### src/rtl/fb_pkg.sv
// Shared types and constants for the framebuffer pixel writer.
package fb_pkg;

  localparam int PALETTE_WIDTH = 3;
  localparam logic [PALETTE_WIDTH-1:0] PALETTE_TRANSPARENT = 3'd0;
  localparam logic [PALETTE_WIDTH-1:0] PALETTE_WHITE       = 3'd7;

  // Default geometry; the struct layouts below are sized from these.
  localparam int COOR_WIDTH_DEF      = 12;
  localparam int PIXELS_PER_WORD_DEF = 8;
  localparam int ADDR_WIDTH_DEF      = 16;

  typedef struct packed {
    logic [COOR_WIDTH_DEF-1:0] x;
    logic [COOR_WIDTH_DEF-1:0] y;
    logic [PALETTE_WIDTH-1:0]  palette;
  } pixel_t;

  typedef struct packed {
    logic [ADDR_WIDTH_DEF:0]                        addr;
    logic [PALETTE_WIDTH*PIXELS_PER_WORD_DEF-1:0]   data;
    logic [PIXELS_PER_WORD_DEF-1:0]                 mask;
  } fb_wr_t;

endpackage

### src/rtl/fb_word_merger.sv
// Pending-word coalescer: merges same-word pixels and emits displaced or
// flushed words through a registered RAM write port.
module fb_word_merger
  import fb_pkg::*;
#(
  parameter int PIXELS_PER_WORD = PIXELS_PER_WORD_DEF,
  parameter int ADDR_WIDTH      = ADDR_WIDTH_DEF,
  localparam int LANE_W         = $clog2(PIXELS_PER_WORD)
) (
  input  logic                                  clk_33m,
  input  logic                                  rst,
  input  logic                                  pix_valid,
  input  logic [ADDR_WIDTH:0]                   pix_addr,
  input  logic [LANE_W-1:0]                     pix_lane,
  input  logic [PALETTE_WIDTH-1:0]              pix_palette,
  input  logic                                  flush_emit,
  output logic                                  pend_valid,
  output logic                                  ram_we,
  output logic [ADDR_WIDTH:0]                   ram_addr,
  output logic [PALETTE_WIDTH*PIXELS_PER_WORD-1:0] ram_wdata,
  output logic [PIXELS_PER_WORD-1:0]            ram_wmask
);

  fb_wr_t pend_reg, pend_next;
  fb_wr_t out_reg, out_next;
  logic   pend_valid_reg, pend_valid_next;
  logic   we_reg, we_next;
  logic   same_word;

  logic [PIXELS_PER_WORD-1:0]               lane_hot;
  logic [PALETTE_WIDTH*PIXELS_PER_WORD-1:0] merged_data;
  logic [PALETTE_WIDTH*PIXELS_PER_WORD-1:0] fresh_data;

  genvar gi;
  generate
    for (gi = 0; gi < PIXELS_PER_WORD; gi++) begin : g_lane
      assign lane_hot[gi] = (pix_lane == LANE_W'(gi));
      assign merged_data[gi*PALETTE_WIDTH +: PALETTE_WIDTH] =
        lane_hot[gi] ? pix_palette : pend_reg.data[gi*PALETTE_WIDTH +: PALETTE_WIDTH];
      assign fresh_data[gi*PALETTE_WIDTH +: PALETTE_WIDTH] =
        lane_hot[gi] ? pix_palette : '0;
    end
  endgenerate

  // The address includes the buffer bit, so words never merge across a swap.
  assign same_word = pend_valid_reg && (pend_reg.addr == pix_addr);

  always_comb begin
    pend_next       = pend_reg;
    pend_valid_next = pend_valid_reg;
    out_next        = out_reg;
    we_next         = 1'b0;
    if (pix_valid) begin
      if (same_word) begin
        pend_next.data = merged_data;
        pend_next.mask = pend_reg.mask | lane_hot;
      end else begin
        if (pend_valid_reg) begin
          out_next = pend_reg;
          we_next  = 1'b1;
        end
        pend_next.addr  = pix_addr;
        pend_next.data  = fresh_data;
        pend_next.mask  = lane_hot;
        pend_valid_next = 1'b1;
      end
    end else if (flush_emit && pend_valid_reg) begin
      out_next        = pend_reg;
      we_next         = 1'b1;
      pend_valid_next = 1'b0;
    end
  end

  always_ff @(posedge clk_33m or posedge rst) begin
    if (rst) begin
      pend_reg       <= '0;
      pend_valid_reg <= 1'b0;
      out_reg        <= '0;
      we_reg         <= 1'b0;
    end else begin
      pend_reg       <= pend_next;
      pend_valid_reg <= pend_valid_next;
      out_reg        <= out_next;
      we_reg         <= we_next;
    end
  end

  assign pend_valid = pend_valid_reg;
  assign ram_we     = we_reg;
  assign ram_addr   = out_reg.addr;
  assign ram_wdata  = out_reg.data;
  assign ram_wmask  = out_reg.mask;

endmodule

### src/rtl/fb_pixel_writer.sv
// Pixel stream to framebuffer word writes: range check, address pipeline,
// flush and double-buffer swap control around the word merger.
module fb_pixel_writer
  import fb_pkg::*;
#(
  parameter int COOR_WIDTH      = COOR_WIDTH_DEF,
  parameter int FB_WIDTH        = 1280,
  parameter int FB_HEIGHT       = 300,
  parameter int PIXELS_PER_WORD = PIXELS_PER_WORD_DEF,
  parameter int ADDR_WIDTH      = ADDR_WIDTH_DEF
) (
  input  logic                                     clk_33m,
  input  logic                                     rst,
  input  logic                                     in_valid,
  input  logic [COOR_WIDTH-1:0]                    in_x,
  input  logic [COOR_WIDTH-1:0]                    in_y,
  input  logic [PALETTE_WIDTH-1:0]                 in_palette,
  input  logic                                     flush,
  input  logic                                     swap_req,
  output logic                                     ram_we,
  output logic [ADDR_WIDTH:0]                      ram_addr,
  output logic [PALETTE_WIDTH*PIXELS_PER_WORD-1:0] ram_wdata,
  output logic [PIXELS_PER_WORD-1:0]               ram_wmask,
  output logic                                     front_buf,
  output logic                                     idle,
  output logic                                     dropped
);

  localparam int LANE_W         = $clog2(PIXELS_PER_WORD);
  localparam int WORDS_PER_LINE = FB_WIDTH / PIXELS_PER_WORD;
  localparam logic [COOR_WIDTH-1:0] X_LIMIT = COOR_WIDTH'(FB_WIDTH);
  localparam logic [COOR_WIDTH-1:0] Y_LIMIT = COOR_WIDTH'(FB_HEIGHT);

  pixel_t s1_pix_reg;
  logic   s1_valid_reg, dropped_reg, in_range;

  logic                     mul_valid_reg, mul_buf_reg;
  logic [ADDR_WIDTH-1:0]    mul_row_reg, mul_col_reg;
  logic [LANE_W-1:0]        mul_lane_reg;
  logic [PALETTE_WIDTH-1:0] mul_pal_reg;

  logic                     s2_valid_reg;
  logic [ADDR_WIDTH:0]      s2_addr_reg;
  logic [LANE_W-1:0]        s2_lane_reg;
  logic [PALETTE_WIDTH-1:0] s2_pal_reg;

  logic flush_pend_reg, flush_pend_next;
  logic swap_pend_reg, swap_pend_next;
  logic front_buf_reg, front_buf_next;
  logic drained, flush_emit, do_swap, pend_valid;

  assign in_range = (in_x < X_LIMIT) && (in_y < Y_LIMIT);

  // S1 register, then S2 as a registered row multiply followed by the word add.
  always_ff @(posedge clk_33m or posedge rst) begin
    if (rst) begin
      s1_valid_reg  <= 1'b0;
      s1_pix_reg    <= '0;
      dropped_reg   <= 1'b0;
      mul_valid_reg <= 1'b0;
      mul_buf_reg   <= 1'b0;
      mul_row_reg   <= '0;
      mul_col_reg   <= '0;
      mul_lane_reg  <= '0;
      mul_pal_reg   <= '0;
      s2_valid_reg  <= 1'b0;
      s2_addr_reg   <= '0;
      s2_lane_reg   <= '0;
      s2_pal_reg    <= '0;
    end else begin
      s1_valid_reg       <= in_valid && in_range && (in_palette != PALETTE_TRANSPARENT);
      dropped_reg        <= in_valid && !in_range;
      s1_pix_reg.x       <= in_x;
      s1_pix_reg.y       <= in_y;
      s1_pix_reg.palette <= in_palette;
      mul_valid_reg      <= s1_valid_reg;
      mul_buf_reg        <= ~front_buf_reg;
      mul_row_reg        <= ADDR_WIDTH'(s1_pix_reg.y) * ADDR_WIDTH'(WORDS_PER_LINE);
      mul_col_reg        <= ADDR_WIDTH'(s1_pix_reg.x >> LANE_W);
      mul_lane_reg       <= s1_pix_reg.x[LANE_W-1:0];
      mul_pal_reg        <= s1_pix_reg.palette;
      s2_valid_reg       <= mul_valid_reg;
      s2_addr_reg        <= {mul_buf_reg, mul_row_reg + mul_col_reg};
      s2_lane_reg        <= mul_lane_reg;
      s2_pal_reg         <= mul_pal_reg;
    end
  end

  assign drained    = !s1_valid_reg && !mul_valid_reg && !s2_valid_reg;
  assign flush_emit = drained && (flush_pend_reg || swap_pend_reg);
  assign do_swap    = swap_pend_reg && drained && !pend_valid && !in_valid;

  always_comb begin
    flush_pend_next = flush_pend_reg;
    swap_pend_next  = swap_pend_reg;
    front_buf_next  = front_buf_reg;
    if (flush_emit) flush_pend_next = 1'b0;
    if (flush || swap_req) flush_pend_next = 1'b1;
    if (do_swap) begin
      swap_pend_next = 1'b0;
      front_buf_next = ~front_buf_reg;
    end else if (swap_req) begin
      swap_pend_next = 1'b1;
    end
  end

  always_ff @(posedge clk_33m or posedge rst) begin
    if (rst) begin
      flush_pend_reg <= 1'b0;
      swap_pend_reg  <= 1'b0;
      front_buf_reg  <= 1'b0;
    end else begin
      flush_pend_reg <= flush_pend_next;
      swap_pend_reg  <= swap_pend_next;
      front_buf_reg  <= front_buf_next;
    end
  end

  fb_word_merger #(
    .PIXELS_PER_WORD(PIXELS_PER_WORD),
    .ADDR_WIDTH     (ADDR_WIDTH)
  ) u_merger (
    .clk_33m    (clk_33m),
    .rst        (rst),
    .pix_valid  (s2_valid_reg),
    .pix_addr   (s2_addr_reg),
    .pix_lane   (s2_lane_reg),
    .pix_palette(s2_pal_reg),
    .flush_emit (flush_emit),
    .pend_valid (pend_valid),
    .ram_we     (ram_we),
    .ram_addr   (ram_addr),
    .ram_wdata  (ram_wdata),
    .ram_wmask  (ram_wmask)
  );

  assign front_buf = front_buf_reg;
  assign dropped   = dropped_reg;
  assign idle      = drained && !pend_valid && !flush_pend_reg && !swap_pend_reg;

endmodule

### config.mk
export PLATFORM = sky130hd
export DESIGN_NAME = fb_pixel_writer
export DESIGN_NICKNAME = d
export VERILOG_FILES = /design/src/rtl/fb_pkg.sv /design/src/rtl/fb_word_merger.sv /design/src/rtl/fb_pixel_writer.sv
export SDC_FILE = /design/constraint.sdc
export NUM_CORES = 1
export LEC_CHECK = 0
export CORE_MARGIN = 5
export CORE_UTILIZATION = 55
export DETAILED_ROUTE_END_ITERATION = 10
export HOLD_SLACK_MARGIN = 0.12
export PLACE_DENSITY = 0.86
export SLEW_MARGIN = 20
export SYNTH_ARGS = -nofsm -noshare
export SYNTH_HDL_FRONTEND = slang
export SYNTH_SLANG_ARGS = --single-unit
export TNS_END_PERCENT = 1
### constraint.sdc
create_clock -name clk_33m -period 9.1 [get_ports clk_33m]
set_clock_uncertainty 0.05 [all_clocks]
set_input_delay 1.82 -clock clk_33m [delete_from_list [all_inputs] [get_ports clk_33m]]
set_output_delay 1.82 -clock clk_33m [all_outputs]
set_load 0.05 [all_outputs]
## After elaboration in Yosys (flattened, before gate mapping)

Index checks and enable logic that the tools add are counted.
Widths: inputs -> output; s select.

| storage, ports and cells | value |
|---|---|
| register bits after elaboration | 184 |
| input port bits | 32 |
| output and inout port bits | 53 |
| logic and storage cells | 131 |

| cells by class | value |
|---|---|
| add/sub/neg operators | 1 |
| multiply operators | 1 |
| $lt $le $gt $ge | 2 |
| equal/unequal tests | 18 |
| mux-type cells | 32 |
| bitwise operators | 3 |
| reductions and logical operators | 41 |

Operator list:

| operator | count |
|---|---|
| $mux 49 | 4 |
| $mux 3 | 16 |
| $mux 32 | 1 |
| $reduce_and 2->1 | 10 |
| $ne 2x2->1 const B | 9 |
| $eq 17x17->1 | 1 |
| $add 16x9->16 | 1 |
| $logic_and 1x1->1 | 15 |
| $eq 3x3->1 const B | 4 |
| $lt 12x11->1 const B | 1 |
| $lt 12x9->1 const B | 1 |
| $mul 12x3->11 const B | 1 |
| $mux 1 | 11 |
| $logic_not 1->1 | 8 |
| $or 8x8->8 | 1 |
| $eq 3x2->1 const B | 2 |
| $reduce_bool 2->1 | 3 |
| $eq 3x1->1 const B | 1 |
| $logic_not 3->1 | 1 |
| $reduce_and 3->1 | 1 |
| $reduce_bool 3->1 | 1 |
| $logic_or 1x1->1 | 2 |
| $ne 2x1->1 const B | 1 |
| $not 1->1 | 2 |

## Depth between registers and ports, before layout

| depth | value |
|---|---|
| depth in word-level cells | 7 |
| mapped depth | 9 |
| mapped depth without buffers | 9 |

## Modules after synthesis

Synthesis repeated with hierarchy kept, for this count alone.

| unflattened totals | value |
|---|---|
| cell total of the unflattened synthesis | 512 |
| area, all modules | 7144.4 sq um |

Modules (own cells, without submodules):

| module | times used | cells an instance | area an instance (sq um) | seq. area each (sq um) |
|---|---|---|---|---|
| fb_word_merger | 1 | 325 | 4274.1 | 2502.4 |
| fb_pixel_writer | 1 | 187 | 2870.3 | 2077.0 |

## Worst setup path after synthesis

No wires, ideal clock.

| timing | value |
|---|---|
| path kind | reg-to-output |
| start point | reg s2_valid_reg |
| end point | out idle |
| arrival time | 1.990 ns |
| data required time | 7.230 ns |
| setup slack | 5.240 ns |
| cell stages (with the launch flop) | 4 |
| path buffers | 1 |
| cells stage by stage | dfrtp_1 > buf_2 > or3_1 > nor3_1 |

| between the ends | value |
|---|---|
| cells in the longest elaborated chain, start to end | 5 |

Ends and longest elaborated chain:

| item | RTL line | text |
|---|---|---|
| start, declared | fb_pixel_writer.sv:42 | `logic s2_valid_reg;` |
| start signal, assigned | fb_pixel_writer.sv:82 | `s2_valid_reg <= mul_valid_reg;` |
| $logic_not 1->1 | fb_pixel_writer.sv:89 | `assign drained = !s1_valid_reg && !mul_valid_reg && !s2_valid_reg;` |
| $logic_and 1x1->1 | fb_pixel_writer.sv:89 |  |
| $logic_and 1x1->1 (3 in a row) | fb_pixel_writer.sv:139 | `assign idle = drained && !pend_valid && !flush_pend_reg && !swap_pend_reg;` |
| end, declared | fb_pixel_writer.sv:25 | `output logic idle,` |

Every way passes these cells.

## Final worst setup path

Ends and elaborated chain as after synthesis.

==> results.json <==
{
  "synthAdderAreaFrac": 0.0397,
  "gp_congestion": 0.796,
  "setup_viol_count_final": 0,
  "crit_chain": "or3_1 > nor3_1 > clkdlybuf4s50_1",
  "insertion_delay_ns": 0.43,
  "worstPathRequired_ns": 7.23,
  "synth_cells": 498,
  "antenna_cells": 0,
  "slew_violations": 0,
  "clkTransAtPathRegs_ns": 0.07,
  "grt_overflow": 0,
  "via_count": 4060,
  "ff_latch_area_mm2": 0.00458,
  "drive_gt1_frac": 0.162,
  "crit_path_top_delay_cell": "clkdlybuf4s50_1",
  "clk_path_buf_depth": 2,
  "crit_path_end": "idle",
  "multi_input_area_mm2": 0.00215,
  "drt_iter0_markers": 183,
  "rsz0062_at_grt": "false",
  "drv_cap": 0,
  "ir_drop_uv": 126,
  "wirelength_um": 13000,
  "worst_r2r_endpoint": "u_merger.ram_wmask[2]",
  "cp_top_family": "buffers and inverters",
  "vias_per_cell": 5.27,
  "finalNetCount": 639,
  "antenna_found_initial": 0,
  "async_flop_share": 1.00,
  "arrival_ns": 2.49,
  "wl_per_cell_um": 16.8,
  "fillerInstances": 841,
  "hold_viol": 0,
  "dp_slack_ns": 4.97,
  "power.density_mw_per_mm2": 220,
  "clock-root-buffer": "clkbuf_16",
  "synth_flop_cell": "dfrtp_1",
  "r2r_slack_ns": 5.97,
  "path_buf_inv": 1,
  "reg2reg_depth": 6,
  "synth_top_family_by_area": "multiplexers",
  "syn_nets": 551,
  "io_buffers": 84,
  "leakage_nw": 4.03,
  "yosys.area_share.simple": 0.0529,
  "setup_slack_ns": 4.74,
  "yosys-mux-area-fraction": 0.109,
  "post-cts-setup-buffers": 0,
  "cpPeakStageDelay_ns": 0.86,
  "clock-sinks": 183,
  "crit_path_start": "s2_valid_reg",
  "fin_tns_setup_ns": 0,
  "grt_start_max_net_pins": 95,
  "drc": 0,
  "max_freq_mhz": 229,
  "die_h_um": 123,
  "cp-end-kind": "primary output",
  "synth_xor_area_frac": 0.0400,
  "synthToLayoutAreaGrowth_pct": 21.6,
  "regToRegStartpoint": "u_merger.pend_reg[35]",
  "start_kind": "flop",
  "cts_made_buffers": 17,
  "antenna_left": 0,
  "ys_seq_area_frac": 0.654,
  "cts_tree": "done",
  "dp_hpwl_um": 8800,
  "cts-resized-gates": 0,
  "tightest_slew_ns": 0.896,
  "synth_compound_area_frac": 0.0650,
  "finalPower_mw": 1.87,
  "start_util": 0.557,
  "synth_edf_count": 0,
  "largest_reg_flops": 49,
  "dieArea_mm2": 0.0151,
  "path_class": "reg2out",
  "cp_num_cells": 3,
  "synth_area_mm2": 0.00700,
  "ys_seq_elements": 183,
  "ys_types": 43,
  "rows": 41,
  "grt_use_total": 0.188,
  "worstPathMaxFanout": 9,
  "placeableCoreArea_mm2": 0.0126,
  "final.period_utilization": 0.480,
  "grt_pass1_vias": 4419,
  "period_minus_slack_ns": 4.36,
  "min-delay-path-class": "reg2reg",
  "ctsHoldBuffers": 0,
  "ys_warn_count": 0,
  "htreeDepth": 4,
  "slew_headroom": 0.398,
  "syn_avg_cell_area_um2": 14.1,
  "die_x_um": 123,
  "hold_ws_ns": 0.298,
  "pin_count": 85,
  "grt_pass1_wl_um": 21500,
  "firstDrtPassIters": 4,
  "status": "complete, no violations"
}
stage by stage:
stage | cells | instance area (um2) | utilization
2_1_floorplan | 498 | 7000 | -
3_3_place_gp | 739 | 7950 | 0.633
3_5_place_dp | 739 | 7950 | 0.633
4_1_cts | 771 | 8510 | 0.677
5_1_grt | 771 | 8510 | 0.677
6_report | 771 | 8510 | 0.677
kinds of logic after synthesis:
family	count (synthesis)
compound gates	58
xor+xnor	32
buf+inv	57
mux	67
simple gates	80
fa+ha+maj	21
flops	183
layer usage:
metal	vias up	global-route usage	part of all wire
met5	-	0	0
met4	0	0.0777	0.025
met3	29	0.0479	0.051
met2	120	0.318	0.52
met1	2043	0.231	0.40
li1	1868	-	-
worst reg2reg max path: stages (launching register included):
cell     delay (ns)
dfrtp_1        0.40
xor2_1         0.17
nor4_1         0.46
nand2_1        0.26
o31ai_4        0.66
buf_4          0.57
mux2_2         0.44
synth_stat cells (2+ instances only):
| library cell | instances | area (um2) |
|---|---|---|
| o31ai_2 | 2 | 25.0 |
| dfrtp_1 | 183 | 4580 |
| inv_1 | 39 | 146 |
| a21o_1 | 11 | 82.6 |
| nor4_1 | 4 | 25.0 |
| ha_1 | 19 | 238 |
| buf_2 | 2 | 10.0 |
| o21a_1 | 2 | 15.0 |
| a211o_1 | 2 | 17.5 |
| a21oi_1 | 4 | 20.0 |
| xor2_1 | 15 | 131 |
| mux2_2 | 54 | 608 |
| nand3_1 | 4 | 20.0 |
| mux2_4 | 2 | 30.0 |
| fa_1 | 2 | 40.0 |
| nor3_1 | 5 | 25.0 |
| nor2_1 | 13 | 48.8 |
| clkbuf_1 | 4 | 15.0 |
| o31ai_1 | 23 | 173 |
| a21boi_0 | 2 | 15.0 |
| buf_6 | 8 | 90.1 |
| o31a_1 | 2 | 17.5 |
| mux2_1 | 10 | 113 |
| xnor2_1 | 17 | 149 |
| and2_1 | 2 | 12.5 |
| nand2_1 | 36 | 135 |
| buf_1 | 3 | 11.3 |
| nand4_1 | 2 | 12.5 |
| o21ai_0 | 4 | 20.0 |
| nor2b_1 | 9 | 56.3 |
layout by cell type (no fill, tap or decap), drive strengths merged, types with 2 or more instances in the layout:
cell type	count
a21oi	4
ha	19
a211o	2
nor4	4
nor2	13
dfrtp	183
buf	3
o31ai	26
clkbuf	18
mux2	66
nor3	5
a21boi	2
clkinvlp	3
a21o	11
clkdlybuf4s50	84
nand3	4
and2	2
fa	2
xor2	15
nand2	36
o21a	2
o31a	2
nor2b	9
inv	49
o21ai	4
nand4	2
xnor2	17
layout make-up:
| type | count | area share |
|---|---|---|
| clock buffer | 18 | 0.0504 |
| clock inverter | 14 | 0.0148 |
| inverter | 39 | 0.0178 |
| multi-input combinational | 258 | 0.252 |
| sequential | 183 | 0.538 |
| tap | 172 | 0.0253 |
| timing repair buffer | 87 | 0.102 |
worst min path at each step:
stage | depth (start not counted) | startpoint | end
global route | 0 | s1_pix_reg[21] | mul_col_reg[3]
CTS | 0 | s1_pix_reg[21] | mul_col_reg[3]
floorplan | 0 | s1_pix_reg[18] | mul_col_reg[0]
global placement | 0 | s1_pix_reg[15] | mul_lane_reg[0]
finish | 0 | s1_pix_reg[21] | mul_col_reg[3]
detailed placement | 0 | s1_pix_reg[21] | mul_col_reg[3]
where the power goes:
part / internal [mW] / switching (mW)
Clock: 0.361 / 0.323
Combinational: 0.105 / 0.132
Sequential: 0.889 / 0.0603
No activity file was read; power rests on OpenSTA's default activity.
